<file path="config.mk">
export PLATFORM = sky130hd
export DESIGN_NAME = pixel_resp_meter_flat
export DESIGN_NICKNAME = d
export VERILOG_FILES = /design/src/rtl/pixel_resp_meter_if.sv /design/src/rtl/pixel_resp_meter.sv /design/src/flat_wrapper.sv
export SDC_FILE = /design/constraint.sdc
export NUM_CORES = 1
export LEC_CHECK = 0
export ABC_AREA = 1
export CAP_MARGIN = 20
export CORE_MARGIN = 2
export CORE_UTILIZATION = 40
export DETAILED_ROUTE_END_ITERATION = 8
export PLACE_DENSITY = 0.64
export SKIP_LAST_GASP = 1
export SLEW_MARGIN = 40
export SYNTH_ARGS = -nofsm -noshare
export SYNTH_HDL_FRONTEND = slang
export SYNTH_SLANG_ARGS = --single-unit
</file>
<file path="constraint.sdc">
create_clock -name clk -period 3.5 [get_ports clk]
set_input_delay 0.35 -clock clk [delete_from_list [all_inputs] [get_ports clk]]
set_output_delay 0.35 -clock clk [all_outputs]
set_load 0.03 [all_outputs]
</file>
<file path="src/rtl/pixel_resp_meter_if.sv">
// ============================================================================
// pixel_resp_meter_if : sensor/threshold inputs and result outputs of the meter
// Rev 1.0
// ============================================================================
`default_nettype none

interface pixel_resp_meter_if #(
  parameter int SAMPLE_W = 8,
  parameter int CNT_W    = 32
);
  logic [SAMPLE_W-1:0] sample;
  logic [SAMPLE_W-1:0] thr_lo;
  logic [SAMPLE_W-1:0] thr_hi;
  logic                loop_en;
  logic                frame_index;
  logic [CNT_W-1:0]    rise_avg;
  logic [CNT_W-1:0]    fall_avg;
  logic                rise_valid;
  logic                fall_valid;
  logic                timeout;
  logic                busy;
  logic [CNT_W-1:0]    rise_min;
  logic [CNT_W-1:0]    rise_max;
  logic [CNT_W-1:0]    fall_min;
  logic [CNT_W-1:0]    fall_max;

  modport master (
    output sample, thr_lo, thr_hi, loop_en,
    input  frame_index, rise_avg, fall_avg, rise_valid, fall_valid, timeout, busy,
    input  rise_min, rise_max, fall_min, fall_max
  );

  modport slave (
    input  sample, thr_lo, thr_hi, loop_en,
    output frame_index, rise_avg, fall_avg, rise_valid, fall_valid, timeout, busy,
    output rise_min, rise_max, fall_min, fall_max
  );
endinterface

`default_nettype wire

</file>
<file path="src/rtl/pixel_resp_meter.sv">
// ============================================================================
// pixel_resp_meter : times photosensor fall/rise between two thresholds and
// averages 2^AVG_LOG2 runs; define PIXEL_RESP_MINMAX_EN for window extrema.
// Rev 1.0
// ============================================================================
`default_nettype none

module pixel_resp_meter #(
  parameter int SAMPLE_W       = 8,
  parameter int CNT_W          = 32,
  parameter int SETTLE_CYCLES  = 50000000,
  parameter int TIMEOUT_CYCLES = 100000000,
  parameter int AVG_LOG2       = 2
) (
  input  logic               clk,
  input  logic               resetn,
  pixel_resp_meter_if.slave  io_meter
);

  localparam int ACC_W = CNT_W + AVG_LOG2;
  localparam int NUM_W = AVG_LOG2 + 1;
  localparam int PH_W  = $clog2(TIMEOUT_CYCLES + 1);
  localparam int ST_W  = $clog2(SETTLE_CYCLES + 1);

  typedef enum logic [2:0] {
    S_IDLE     = 3'd0,
    S_F_WAIT   = 3'd1,
    S_F_CNT    = 3'd2,
    S_F_SETTLE = 3'd3,
    S_R_WAIT   = 3'd4,
    S_R_CNT    = 3'd5,
    S_R_SETTLE = 3'd6
  } state_t;

  function automatic logic f_meas(input state_t s);
    return (s == S_F_WAIT) || (s == S_F_CNT) || (s == S_R_WAIT) || (s == S_R_CNT);
  endfunction

  function automatic logic f_settle(input state_t s);
    return (s == S_F_SETTLE) || (s == S_R_SETTLE);
  endfunction

  state_t                r_state;
  state_t                w_state_nxt;
  logic [CNT_W-1:0]      r_cnt;
  logic [CNT_W-1:0]      w_cnt_nxt;
  logic [CNT_W-1:0]      w_cnt_inc;
  logic [PH_W-1:0]       r_phase;
  logic [ST_W-1:0]       r_settle;
  logic                  r_frame;
  logic                  r_timeout;
  logic [CNT_W-1:0]      r_raw;
  logic                  r_raw_vld;
  logic                  r_raw_rise;
  logic                  w_raw_set;
  logic [CNT_W-1:0]      w_raw_val;
  logic                  w_tmo_set;
  logic                  w_above_hi;
  logic                  w_below_lo;
  logic                  w_phase_last;
  logic                  w_settle_last;
  logic                  w_idle_entry;

  assign w_above_hi    = io_meter.sample > io_meter.thr_hi;
  assign w_below_lo    = io_meter.sample < io_meter.thr_lo;
  assign w_phase_last  = r_phase == PH_W'(TIMEOUT_CYCLES - 1);
  assign w_settle_last = r_settle == ST_W'(SETTLE_CYCLES - 1);
  assign w_cnt_inc     = (&r_cnt) ? r_cnt : r_cnt + CNT_W'(1);
  assign w_idle_entry  = (w_state_nxt == S_IDLE) && (r_state != S_IDLE);

  // A completed crossing in the last allowed cycle wins over the timeout.
  always_comb begin
    w_state_nxt = r_state;
    w_cnt_nxt   = r_cnt;
    w_raw_set   = 1'b0;
    w_raw_val   = '0;
    w_tmo_set   = 1'b0;
    case (r_state)
      S_IDLE: begin
        if (io_meter.loop_en) begin
          if (w_above_hi)      w_state_nxt = S_F_WAIT;
          else if (w_below_lo) w_state_nxt = S_R_WAIT;
        end
      end
      S_F_WAIT: begin
        if (w_below_lo) begin
          w_raw_set   = 1'b1;
          w_state_nxt = S_F_SETTLE;
        end else if (w_phase_last) begin
          w_tmo_set   = 1'b1;
          w_state_nxt = S_F_SETTLE;
        end else if (!w_above_hi) begin
          w_cnt_nxt   = CNT_W'(1);
          w_state_nxt = S_F_CNT;
        end
      end
      S_F_CNT: begin
        if (w_below_lo) begin
          w_raw_set   = 1'b1;
          w_raw_val   = r_cnt;
          w_state_nxt = S_F_SETTLE;
        end else if (w_phase_last) begin
          w_tmo_set   = 1'b1;
          w_state_nxt = S_F_SETTLE;
        end else begin
          w_cnt_nxt   = w_cnt_inc;
        end
      end
      S_F_SETTLE: begin
        if (w_settle_last) w_state_nxt = io_meter.loop_en ? S_R_WAIT : S_IDLE;
      end
      S_R_WAIT: begin
        if (w_above_hi) begin
          w_raw_set   = 1'b1;
          w_state_nxt = S_R_SETTLE;
        end else if (w_phase_last) begin
          w_tmo_set   = 1'b1;
          w_state_nxt = S_R_SETTLE;
        end else if (!w_below_lo) begin
          w_cnt_nxt   = CNT_W'(1);
          w_state_nxt = S_R_CNT;
        end
      end
      S_R_CNT: begin
        if (w_above_hi) begin
          w_raw_set   = 1'b1;
          w_raw_val   = r_cnt;
          w_state_nxt = S_R_SETTLE;
        end else if (w_phase_last) begin
          w_tmo_set   = 1'b1;
          w_state_nxt = S_R_SETTLE;
        end else begin
          w_cnt_nxt   = w_cnt_inc;
        end
      end
      S_R_SETTLE: begin
        if (w_settle_last) w_state_nxt = io_meter.loop_en ? S_F_WAIT : S_IDLE;
      end
      default: w_state_nxt = S_IDLE;
    endcase
  end

  always_ff @(posedge clk or negedge resetn) begin
    if (!resetn) begin
      r_state    <= S_IDLE;
      r_cnt      <= '0;
      r_phase    <= '0;
      r_settle   <= '0;
      r_frame    <= 1'b0;
      r_timeout  <= 1'b0;
      r_raw      <= '0;
      r_raw_vld  <= 1'b0;
      r_raw_rise <= 1'b0;
    end else begin
      r_state    <= w_state_nxt;
      r_cnt      <= w_cnt_nxt;
      r_phase    <= (f_meas(r_state) && f_meas(w_state_nxt)) ? r_phase + PH_W'(1) : '0;
      r_settle   <= (f_settle(r_state) && (w_state_nxt == r_state)) ? r_settle + ST_W'(1) : '0;
      if (w_state_nxt == S_F_WAIT || w_state_nxt == S_F_CNT || w_state_nxt == S_F_SETTLE)
        r_frame <= 1'b0;
      else if (w_state_nxt == S_R_WAIT || w_state_nxt == S_R_CNT || w_state_nxt == S_R_SETTLE)
        r_frame <= 1'b1;
      if (w_tmo_set)         r_timeout <= 1'b1;
      else if (w_idle_entry) r_timeout <= 1'b0;
      r_raw      <= w_raw_val;
      r_raw_vld  <= w_raw_set;
      r_raw_rise <= (r_state == S_R_WAIT) || (r_state == S_R_CNT);
    end
  end

  // Index 0 = fall, 1 = rise.
  logic [1:0][ACC_W-1:0] r_acc;
  logic [1:0][NUM_W-1:0] r_num;
  logic [1:0][CNT_W-1:0] r_avg;
  logic [1:0]            r_vld;
  logic [ACC_W-1:0]      w_sum;
  logic                  w_win_last;

  assign w_sum      = r_acc[r_raw_rise] + ACC_W'(r_raw);
  assign w_win_last = r_num[r_raw_rise] == NUM_W'((1 << AVG_LOG2) - 1);

  always_ff @(posedge clk or negedge resetn) begin
    if (!resetn) begin
      r_acc <= '0;
      r_num <= '0;
      r_avg <= '0;
      r_vld <= '0;
    end else begin
      r_vld <= '0;
      if (r_raw_vld) begin
        if (w_win_last) begin
          r_avg[r_raw_rise] <= CNT_W'(w_sum >> AVG_LOG2);
          r_vld[r_raw_rise] <= 1'b1;
          r_acc[r_raw_rise] <= '0;
          r_num[r_raw_rise] <= '0;
        end else begin
          r_acc[r_raw_rise] <= w_sum;
          r_num[r_raw_rise] <= r_num[r_raw_rise] + NUM_W'(1);
        end
      end
      if (w_idle_entry) begin
        r_acc <= '0;
        r_num <= '0;
      end
    end
  end

  assign io_meter.frame_index = r_frame;
  assign io_meter.busy        = r_state != S_IDLE;
  assign io_meter.timeout     = r_timeout;
  assign io_meter.fall_avg    = r_avg[0];
  assign io_meter.rise_avg    = r_avg[1];
  assign io_meter.fall_valid  = r_vld[0];
  assign io_meter.rise_valid  = r_vld[1];

`ifdef PIXEL_RESP_MINMAX_EN
  logic [1:0][CNT_W-1:0] r_win_min;
  logic [1:0][CNT_W-1:0] r_win_max;
  logic [1:0][CNT_W-1:0] r_min;
  logic [1:0][CNT_W-1:0] r_max;
  logic [CNT_W-1:0]      w_min_new;
  logic [CNT_W-1:0]      w_max_new;

  assign w_min_new = (r_raw < r_win_min[r_raw_rise]) ? r_raw : r_win_min[r_raw_rise];
  assign w_max_new = (r_raw > r_win_max[r_raw_rise]) ? r_raw : r_win_max[r_raw_rise];

  always_ff @(posedge clk or negedge resetn) begin
    if (!resetn) begin
      r_win_min <= '1;
      r_win_max <= '0;
      r_min     <= '0;
      r_max     <= '0;
    end else begin
      if (r_raw_vld) begin
        if (w_win_last) begin
          r_min[r_raw_rise]     <= w_min_new;
          r_max[r_raw_rise]     <= w_max_new;
          r_win_min[r_raw_rise] <= '1;
          r_win_max[r_raw_rise] <= '0;
        end else begin
          r_win_min[r_raw_rise] <= w_min_new;
          r_win_max[r_raw_rise] <= w_max_new;
        end
      end
      if (w_idle_entry) begin
        r_win_min <= '1;
        r_win_max <= '0;
      end
    end
  end

  assign io_meter.fall_min = r_min[0];
  assign io_meter.fall_max = r_max[0];
  assign io_meter.rise_min = r_min[1];
  assign io_meter.rise_max = r_max[1];
`else
  assign io_meter.fall_min = '0;
  assign io_meter.fall_max = '0;
  assign io_meter.rise_min = '0;
  assign io_meter.rise_max = '0;
`endif

endmodule

`default_nettype wire

</file>
<file path="src/flat_wrapper.sv">
// flat-port wrapper written by rule: the top's interface ports become plain ports
module pixel_resp_meter_flat 
#(
  parameter int SAMPLE_W       = 8,
  parameter int CNT_W          = 32,
  parameter int SETTLE_CYCLES  = 50000000,
  parameter int TIMEOUT_CYCLES = 100000000,
  parameter int AVG_LOG2       = 2
)
  (clk, resetn, io_meter_sample, io_meter_thr_lo, io_meter_thr_hi, io_meter_loop_en, io_meter_frame_index, io_meter_rise_avg, io_meter_fall_avg, io_meter_rise_valid, io_meter_fall_valid, io_meter_timeout, io_meter_busy, io_meter_rise_min, io_meter_rise_max, io_meter_fall_min, io_meter_fall_max);
  pixel_resp_meter_if #(.SAMPLE_W(SAMPLE_W), .CNT_W(CNT_W)) io_meter_i ();
  input  logic clk;
  input  logic resetn;
  input wire logic [$bits(io_meter_i.sample)-1:0] io_meter_sample;
  input wire logic [$bits(io_meter_i.thr_lo)-1:0] io_meter_thr_lo;
  input wire logic [$bits(io_meter_i.thr_hi)-1:0] io_meter_thr_hi;
  input wire logic [$bits(io_meter_i.loop_en)-1:0] io_meter_loop_en;
  output wire logic [$bits(io_meter_i.frame_index)-1:0] io_meter_frame_index;
  output wire logic [$bits(io_meter_i.rise_avg)-1:0] io_meter_rise_avg;
  output wire logic [$bits(io_meter_i.fall_avg)-1:0] io_meter_fall_avg;
  output wire logic [$bits(io_meter_i.rise_valid)-1:0] io_meter_rise_valid;
  output wire logic [$bits(io_meter_i.fall_valid)-1:0] io_meter_fall_valid;
  output wire logic [$bits(io_meter_i.timeout)-1:0] io_meter_timeout;
  output wire logic [$bits(io_meter_i.busy)-1:0] io_meter_busy;
  output wire logic [$bits(io_meter_i.rise_min)-1:0] io_meter_rise_min;
  output wire logic [$bits(io_meter_i.rise_max)-1:0] io_meter_rise_max;
  output wire logic [$bits(io_meter_i.fall_min)-1:0] io_meter_fall_min;
  output wire logic [$bits(io_meter_i.fall_max)-1:0] io_meter_fall_max;
  assign io_meter_i.sample = io_meter_sample;
  assign io_meter_i.thr_lo = io_meter_thr_lo;
  assign io_meter_i.thr_hi = io_meter_thr_hi;
  assign io_meter_i.loop_en = io_meter_loop_en;
  assign io_meter_frame_index = io_meter_i.frame_index;
  assign io_meter_rise_avg = io_meter_i.rise_avg;
  assign io_meter_fall_avg = io_meter_i.fall_avg;
  assign io_meter_rise_valid = io_meter_i.rise_valid;
  assign io_meter_fall_valid = io_meter_i.fall_valid;
  assign io_meter_timeout = io_meter_i.timeout;
  assign io_meter_busy = io_meter_i.busy;
  assign io_meter_rise_min = io_meter_i.rise_min;
  assign io_meter_rise_max = io_meter_i.rise_max;
  assign io_meter_fall_min = io_meter_i.fall_min;
  assign io_meter_fall_max = io_meter_i.fall_max;
  pixel_resp_meter #(.SAMPLE_W(SAMPLE_W), .CNT_W(CNT_W), .SETTLE_CYCLES(SETTLE_CYCLES), .TIMEOUT_CYCLES(TIMEOUT_CYCLES), .AVG_LOG2(AVG_LOG2)) u_core (.clk(clk), .resetn(resetn), .io_meter(io_meter_i));
endmodule
</file>
==> results of run 1 <==
## flip-flops by register name, indices dropped and copies added (netlist names)
register,flops
u_core.r_acc,68
u_core.io_meter.fall_avg,32
u_core.io_meter.rise_avg,32
u_core.r_cnt,32
u_core.r_raw,32
u_core.r_phase,27
u_core.r_settle,26
u_core.r_num,6
u_core.r_state,3
u_core.r_vld,2
u_core.io_meter.frame_index,1
u_core.io_meter.timeout,1
u_core.r_raw_rise,1
u_core.r_raw_vld,1
## final timing paths
path	startpoint	endpoint	cells past startpoint	slack, ps
worst max-delay path	u_core.r_raw_rise	u_core.r_acc[55]	16	300
worst min-delay path	resetn	u_core.io_meter.fall_avg[2]	2	370
worst max register to register	u_core.r_raw_rise	u_core.r_acc[55]	16	300
worst min register to register	u_core.r_phase[0]	u_core.r_phase[0]	1	460
max in group asynchronous	resetn	u_core.r_raw_rise	3	2100
min in group clk	u_core.r_phase[0]	u_core.r_phase[0]	1	460
## through the flow
step	worst slack (ps)	hold slack [ps]	cells
2_1_floorplan	496	54.4	2325
3_3_place_gp	407	425	2791
3_5_place_dp	286	416	2791
4_1_cts	380	395	2846
5_1_grt	61.3	426	2846
6_report	296	375	2846
## cell type report
class | instances | area (um2) | share of cell area (%)
Tap cell | 525 | 657 | 3.56
Clock inverter | 18 | 195 | 1.06
Inverter | 257 | 965 | 5.22
Timing Repair Buffer | 140 | 1400 | 7.56
Clock buffer | 36 | 792 | 4.29
Multi-Input combinational cell | 1606 | 7860 | 42.5
Sequential cell | 264 | 6610 | 35.8
## cells in the final DEF (no fill, tap or decap), types with 41 or more instances in the layout
cell             netlist  routed
ha_1                  52      52
nor2_1               218     216
nand4_1               41      41
clkdlybuf4s50_1        0      94
xor2_1                46      46
nor3_1                46      46
conb_1                 1     128
nand2_1              548     548
inv_1                212     212
o21ai_0              166     166
dfrtp_1              264     263
nand3_1              160     160
a21oi_1               76      76
## power breakdown
group / total, mW / leakage, nW / switching [mW] / internal [mW]
clock network: 3.16 / 0.487 / 1.32 / 1.84
registers: 3.55 / 3.66 / 0.194 / 3.36
logic: 4.17 / 4.69 / 2.98 / 1.19
total: 10.9 / 8.84 / 4.49 / 6.39
## worst max-delay path, cell delays in order, from the launching register on
cell	delay, ps
dfrtp_2	490
buf_12	210
o21ai_0	450
ha_1	380
a21oi_1	210
nand2_1	130
nand2_1	80
nand2_1	110
nand3_1	100
nand2_1	140
a21oi_1	230
inv_1	60
nand2_1	50
nand2_1	110
o21ai_0	180
nand3_1	100
nand2_1	90
## layer usage
layer / GRT usage (%) / vias up
met4: 5.09 / 0
met5: 0 / -
met3: 2.66 / 70
li1: - / 7032
met1: 28.1 / 6578
met2: 33.6 / 378
## what timing repair did
| item | in CTS | in global routing |
|---|---|---|
| gates resized for setup | 0 | 0 |
| hold buffers | 1 | 0 |
| endpoints found under the hold margin | 83 | 0 |
## kinds of logic after synthesis
| group | synth area share (%) |
|---|---|
| AOI/OAI and AO/OA | 9.85 |
| buffers and inverters | 13.9 |
| other | 0.0231 |
| adders and majority gates | 4.13 |
| and+or+nand+nor | 27.7 |
| xor gates and xnor gates | 3.78 |
| DFF | 40.7 |
==> reports/summary.txt, run 1 <==
outcome -> completed
Power Total -> 10.9 mW
yosys warns -> 0
Final Hold Vio Count -> 0
antenna viol nets, final -> 0
area of the mapped netlist -> 16200 um2
layout cells sized above 1 -> 7.07%
die area -> 42200 um2
Clock Latency Late Sink -> 580 ps
vias in the first global route -> 13600
Pleak -> 8.84 nW
via count -> 14100
final slew viol count -> 0
CTS clk-pin slew, worst paths -> 60 ps
Port Buf Inserts -> 95
pin count of the biggest net entering global routing -> 88
Die H -> 205 um
gate count after technology mapping -> 2198
wirelength, routed -> 42400 um
area grow syn2layout -> 13.8%
Slew HR -> 52.5%
HPWL after DPL -> 31300 um
RSZ-0062 raised after global routing -> false
Total GRT Usage -> 20.3%
utilization after layout -> 46.3%
Setup Crit Path Kind -> reg2reg
Top FF cell, synth -> dfrtp_1
Startpoint Class -> flop
grt ovf -> 0
post-CTS setup buffer count -> 0
met2 wire length -> 19700 um
top cells by area, synth -> dfrtp_1, nand2_1, buf_4
most area-hungry cell type in the Yosys netlist -> dfrtp_1
DRT Pass-1 Iters -> 5
top layer reached by signal wires -> met4
Via density -> 4.94
Layout Nets -> 2378
Max IR drop VDD -> 0.394 mV
Final Skew -> 33.5 ps
Setup violations, final -> 0
Hold Path Class -> in2async
Post-synth EDFFs -> 0
Slew @ Worst Pin -> 713 ps
most common cell in the netlist -> nand2_1
CTS Root Cell -> clkbuf_16
CTS tree -> yes
global-route wire length before repair -> 69600 um
routability cong. -> 0.942
Core Box Area -> 39900 um2
DRC viols -> 0
total CTS buffers -> 29
Post-synth top cells -> nand2_1, dfrtp_1, nor2_1, inv_1, o21ai_0
clock buffer depth -> 3
die width -> 205 um
# diodes -> 0
Core Rows -> 73
Top Ports -> 224
iteration-0 DRC count of the detailed router -> 952
library cells used by synthesis -> 42
MaxCap Viol Count -> 0
design area -> 18500 um2
CP required -> 4010 ps
async set or reset register ratio after synthesis -> 100%
initial core utilization -> 40.7%
met3 routed WL -> 2140 um
number of H-tree levels -> 1
Setup TNS -> 0 ps
sequential cell area fraction in the yosys report -> 40.7%
DP Area -> 17500 um2
Max Clock Freq -> 312 MHz
drt wl/cell -> 14.9 um
number of synthesized register bits -> 264
fillcell total -> 3992
CP endpoint kind -> flop
clk sinks -> 264
post-synth top area share -> 40.7%
Crit Path Max Fanout -> 54
Crit path arrival time -> 3710 ps
min Tclk post-route -> 3200 ps
DRT met1 WL -> 19600 um
syn avg cell area -> 7.39 um2
part of the cycle the worst path needs -> 91.5%
Pwr Density -> 589 nW/um2
initial antenna violation count -> 0
Power figures use the tool's default switching activity.
==> run 2: changes to the inputs <==
--- a/config.mk
+++ b/config.mk
@@ -5,12 +5,12 @@
 export SDC_FILE = /design/constraint.sdc
 export NUM_CORES = 1
 export LEC_CHECK = 0
-export ABC_AREA = 1
 export CAP_MARGIN = 20
 export CORE_MARGIN = 2
 export CORE_UTILIZATION = 40
+export CTS_CLUSTER_SIZE = 40
 export DETAILED_ROUTE_END_ITERATION = 8
-export PLACE_DENSITY = 0.64
+export PLACE_DENSITY = 0.65
 export SKIP_LAST_GASP = 1
 export SLEW_MARGIN = 40
 export SYNTH_ARGS = -nofsm -noshare
==> run 2 against run 1 <==
Effect of this change: total power grew 7.4%; sequential cell count is the same; die area shrank 4.1%; maximum frequency shrank 4.7%; area after synthesis shrank 4.2%; critical endpoint is now u_core.r_acc[56].
==> reports/summary.txt, run 2 <==
MaxCap Viol Count -> 0
DRC viols -> 0
CP endpoint kind -> flop
most area-hungry cell type in the Yosys netlist -> dfrtp_1
final slew viol count -> 0
HPWL after DPL -> 25600 um
largest register by flop count -> u_core.r_acc
Hold Path Class -> in2async
die area -> 40500 um2
gate count after technology mapping -> 1671
Post-synth top cells -> dfrtp_1, nand2_1, a21oi_1, buf_4, o21ai_0
Sw Pwr -> 4.31 mW
Final Hold Vio Count -> 0
initial core utilization -> 40.3%
fin worst setup slack -> 137 ps
area grow syn2layout -> 16.9%
design area -> 18200 um2
Slew HR -> 49.5%
Total GRT Usage -> 17.7%
sequential share of power -> 35.7%
DP Area -> 16900 um2
Setup crit start -> u_core.r_raw_rise
async set or reset register ratio after synthesis -> 100%
Clock Latency Late Sink -> 570 ps
Final Skew -> 30.0 ps
post-synth top area share -> 42.5%
part of the cycle the worst path needs -> 96.1%
FF-to-FF Start -> u_core.r_raw_rise
min Tclk post-route -> 3360 ps
pin count of the biggest net entering global routing -> 76
Hold Worst Slack -> 167 ps
via count -> 12300
Layout Nets -> 1865
outcome -> completed
wirelength, routed -> 36500 um
vias in the first global route -> 12000
CP required -> 3940 ps
pre-CTS WS -> 32.2 ps
Pleak -> 8.11 nW
P_int -> 7.37 mW
most common cell in the netlist -> dfrtp_1
Setup Crit Path Kind -> reg2reg
sequential cell area fraction in the yosys report -> 42.5%
Crit Path Max Fanout -> 4
routability cong. -> 0.896
top cells by area, synth -> dfrtp_1, buf_4, a21oi_1
Crit path arrival time -> 3800 ps
area of the mapped netlist -> 15600 um2
grt ovf -> 0
global-route wire length before repair -> 60700 um
CTS tree -> yes
clock buffer depth -> 3
number of synthesized register bits -> 264
max reg flops -> 68
Top Ports -> 224
Setup violations, final -> 0
DRT Pass-1 Iters -> 6
layout cells sized above 1 -> 12.6%
final std cells w/o fill -> 2326
Max IR drop VDD -> 0.331 mV
most common cell after layout, fill and taps aside -> dfrtp_1
sw frac -> 36.9%
yosys warns -> 0
initial antenna violation count -> 0
iteration-0 DRC count of the detailed router -> 837
Die H -> 201 um
Power Total -> 11.7 mW
Top FF cell, synth -> dfrtp_1
syn avg cell area -> 9.31 um2
library cells used by synthesis -> 78
Max Clock Freq -> 297 MHz
Slew @ Worst Pin -> 751 ps
Core Box Area -> 38600 um2
Via density -> 5.27
Post-synth EDFFs -> 0
number of H-tree levels -> 1
drt wl/cell -> 15.7 um
clk sinks -> 264
combinational fraction of design power -> 34.7%
CTS Root Cell -> clkbuf_16
CTS clk-pin slew, worst paths -> 70 ps
total CTS buffers -> 29
placed cells -> 2268
antenna viol nets, final -> 0
Core Rows -> 72
die width -> 201 um
Pwr Density -> 642 nW/um2
Startpoint Class -> flop
Clk network pwr share -> 29.6%
# diodes -> 0
RSZ-0062 raised after global routing -> true
most frequent cells in the layout -> dfrtp_1, a21oi_1, nand2_1
Port Buf Inserts -> 95
run 2: cell types whose count changed in the layout (fill, tap and decap cells not counted), sizes merged, moves of 20 or more:
cell	previous run	this run
or3	0	37
a21oi	76	174
and2	2	32
and3	0	20
nand2	551	167
o22ai	28	3
a22oi	0	28
buf	45	80
inv	254	43
nor2	228	68
o21ai	167	119
nand3	164	47
a211oi	0	32
mux2	0	37
run 2: stage by stage:
step / setup TNS (ps) / utilization, %
global route: -138 / 47.2
global placement: 0 / 43.8
finish: 0 / 47.2
detailed placement: 0 / 43.9
floorplan: 0 / -
CTS: 0 / 46.8
run 2: final cells by class:
class / instances / area (um2)
inverter: 40 / 150
clock buffer: 39 / 833
timing repair buffer: 176 / 1720
tap: 518 / 648
multi-input combinational: 1274 / 7960
fill: 3720 / 20400
clock inverter: 15 / 264
sequential: 264 / 6610
run 2: power groups by stage:
stage	registers, mW	logic, mW	clock network, mW
floorplan	4.35	2.75	0
global placement	4.18	3.89	0
detailed placement	4.20	4.01	0
CTS	4.16	4.02	3.55
global route	4.25	4.45	3.67
finish	4.17	4.05	3.46
run 2: cells by family (layout without fill, tap and decap cells):
kind of cell / Yosys count / after routing / synth area share (%)
xor gates and xnor gates: 80 / 80 / 4.51
DFF: 264 / 264 / 42.5
adders and majority gates: 53 / 53 / 4.31
buffers and inverters: 260 / 270 / 10.2
and+or+nand+nor: 511 / 511 / 16.7
other: 1 / 128 / 0.0241
AOI/OAI and AO/OA: 456 / 456 / 18.4
muxes: 46 / 46 / 3.26
run 2: critical path, cell delays in order (launching register included):
cell	delay, ps
dfrtp_2	410
buf_12	120
mux2_2	320
ha_1	230
fa_2	390
a211oi_2	240
o21ai_2	120
o21a_1	200
o211ai_1	240
a21oi_1	140
or4_1	530
a32oi_1	230
a21oi_1	60
run 2: timing repair:
action,CTS,global route
hold buffers,1,0
buffers inserted,0,2
endpoints found under the hold margin,70,0
setup endpoints to repair,0,29
gates resized for setup,0,18
run 2: per-layer routing:
layer  vias up  track usage [%]  part of all wire [%]  wire length [um]
met4         0             3.70                   1.9               677
met2       295             29.1                    46             16900
met5         -                0                     0                 0
met3        47             2.79                   4.9              1780
met1      5976             24.9                    47             17100
li1       5941                -                     -                 -
run 2: worst paths after layout:
check,end,slack [ps],depth (start not counted)
max,u_core.r_acc[56],140,12
min,u_core.io_meter.fall_avg[3],170,2
max reg2reg,u_core.r_acc[56],140,12
min reg2reg,u_core.r_settle[0],450,1
max in group asynchronous,u_core.io_meter.fall_avg[20],2380,4
min in group clk,u_core.r_settle[0],450,1
==> run 3: changes to the inputs <==
--- a/config.mk
+++ b/config.mk
@@ -6,7 +6,6 @@
 export NUM_CORES = 1
 export LEC_CHECK = 0
 export CAP_MARGIN = 20
-export CORE_MARGIN = 2
 export CORE_UTILIZATION = 40
 export CTS_CLUSTER_SIZE = 40
 export DETAILED_ROUTE_END_ITERATION = 8
==> run 3 against run 2 <==
Effect of this change: clock power is 11% lower; non-clock buffer count fell by 16; count of clock-buffer cells in the layout rose by 1; largest cell class unchanged; maximum frequency increased by 1.4%; critical path depth unchanged; sequential power about the same; highest routed layer unchanged; core utilization down 0.052 points; sequential cell count stayed put; via count down 0.84%; register-to-register slack better by 50 ps; largest power group unchanged; routed wire length fell by 1.9%; clock skew increased by 0.77 ps.
==> reports/summary.txt, run 3 (synthesized netlist as in run 2, its figures left out) <==
Hold Path Class -> in2async
Crit path arrival time -> 3750 ps
final slew viol count -> 0
part of the cycle the worst path needs -> 94.8%
CTS tree -> yes
Crit Path Max Fanout -> 20
Setup Crit Path Kind -> reg2reg
outcome -> completed
MaxCap Viol Count -> 0
largest register by flop count -> u_core.r_acc
Final Skew -> 30.8 ps
clock buffer depth -> 3
DRC viols -> 0
Crit path buffers/inverters -> 2
total CTS buffers -> 30
CTS clk-pin slew, worst paths -> 60 ps
Port Buf Inserts -> 95
layout cells sized above 1 -> 11.7%
number of H-tree levels -> 1
pin count of the biggest net entering global routing -> 104
CP max stage delay -> 410 ps
wirelength, routed -> 35800 um
# diodes -> 0
die width -> 199 um
die area -> 39700 um2
utilization after layout -> 47.1%
Max IR drop VDD -> 0.390 mV
Clock Latency Late Sink -> 570 ps
via count -> 12200
Core Rows -> 71
DRT Pass-1 Iters -> 5
Reg area -> 6610 um2
initial antenna violation count -> 0
Final Hold Vio Count -> 0
Startpoint Class -> flop
CP endpoint kind -> flop
slowest CP cell -> fa_2
initial core utilization -> 41.0%
max reg flops -> 68
Layout Nets -> 1850
Slew HR -> 49.7%
Reg2Reg Setup Slack -> 180 ps
RSZ-0062 raised after global routing -> true
global-route wire length before repair -> 59200 um
min Tclk post-route -> 3320 ps
Via density -> 5.28
area grow syn2layout -> 14.9%
Pwr Density -> 629 nW/um2
Top Ports -> 224
Slew @ Worst Pin -> 747 ps
Pleak -> 7.96 nW
clk sinks -> 264
antenna viol nets, final -> 0
CTS Root Cell -> clkbuf_16
fillcell total -> 3638
most frequent cells in the layout -> dfrtp_1, nand2_1, a21oi_1
HPWL after DPL -> 25000 um
vias in the first global route -> 11800
Die H -> 199 um
Setup violations, final -> 0
Total GRT Usage -> 18.1%
fin worst setup slack -> 183 ps
multi-input logic area -> 7960 um2
routability cong. -> 0.927
iteration-0 DRC count of the detailed router -> 794
Setup TNS -> 0 ps
most common cell after layout, fill and taps aside -> dfrtp_1
Cell Chain, Critical Path -> buf_12 -> mux2_2 -> fa_2 -> a211oi_2 -> o21ai_2 -> o211ai_1 -> buf_4 -> nand3b_1 -> o311a_1 -> or3_1 -> a32oi_1 -> a21oi_1
drt wl/cell -> 15.5 um
CP delay by family, top -> compound AO/OA/AOI/OAI gates
grt ovf -> 0
Core Box Area -> 37900 um2
pre-CTS WS -> -143 ps
Max Clock Freq -> 301 MHz
CP required -> 3930 ps
## run 3: changes by cell type in the layout (fill, tap and decap cells not counted), sizes merged
cell / previous run / this run
clkinv: 4 / 10
inv: 43 / 40
buf: 80 / 65
bufinv: 7 / 2
clkinvlp: 1 / 2
## run 3: path summary, 6_finish.rpt
path | start | end | cells after the start
min in group clk | u_core.r_settle[0] | u_core.r_settle[0] | 1
max reg2reg | u_core.r_raw_rise | u_core.r_acc[54] | 12
min reg2reg | u_core.r_settle[0] | u_core.r_settle[0] | 1
min | resetn | u_core.io_meter.fall_avg[8] | 2
max | u_core.r_raw_rise | u_core.r_acc[54] | 12
max in group asynchronous | resetn | u_core.r_settle[15] | 3
## run 3: routing by layer
| metal | vias to the layer above | track usage (%) | share of wire (%) |
|---|---|---|---|
| met1 | 5923 | 24.5 | 46 |
| li1 | 5900 | - | - |
| met3 | 51 | 2.50 | 4.4 |
| met5 | - | 0 | 0 |
| met2 | 282 | 30.6 | 48 |
| met4 | 0 | 3.93 | 1.9 |
## run 3: timing repair
item,in CTS,in global routing
gates cloned,0,0
hold buffers,1,0
endpoints found under the setup margin,2,28
endpoints found under the hold margin,98,0
resized for setup,1,14
buffers inserted,0,0
## run 3: through the flow
stage / hold WS (ps) / power [mW] / instances / cell area, um2
3_5_place_dp: 449 / 8.16 / 2247 / 16800
3_3_place_gp: 435 / 8.04 / 2247 / 16800
2_1_floorplan: 54.4 / 7.10 / 1798 / 16100
4_1_cts: 440 / 11.3 / 2302 / 17800
6_report: 293 / 11.2 / 2303 / 17900
5_1_grt: 325 / 11.9 / 2303 / 17900
## run 3: power by group
part,switching (mW),internal (mW)
Combinational,2.53,1.47
Clock,1.26,1.82
Sequential,0.475,3.70
## run 3: area by class of cell
cell class	instances	area share, %
Clock buffer	40	4.69
Clock inverter	14	0.763
Inverter	40	0.840
Multi-Input combinational cell	1274	44.5
Sequential cell	264	37.0
Tap cell	511	3.58
Timing Repair Buffer	160	8.63
## run 3: worst reg2reg max path, cell delays in order, from the launching register on
cell	delay [ps]
dfrtp_2	390
buf_12	180
mux2_2	390
fa_2	410
a211oi_2	260
o21ai_2	110
o211ai_1	200
buf_4	160
nand3b_1	110
o311a_1	320
or3_1	350
a32oi_1	230
a21oi_1	70
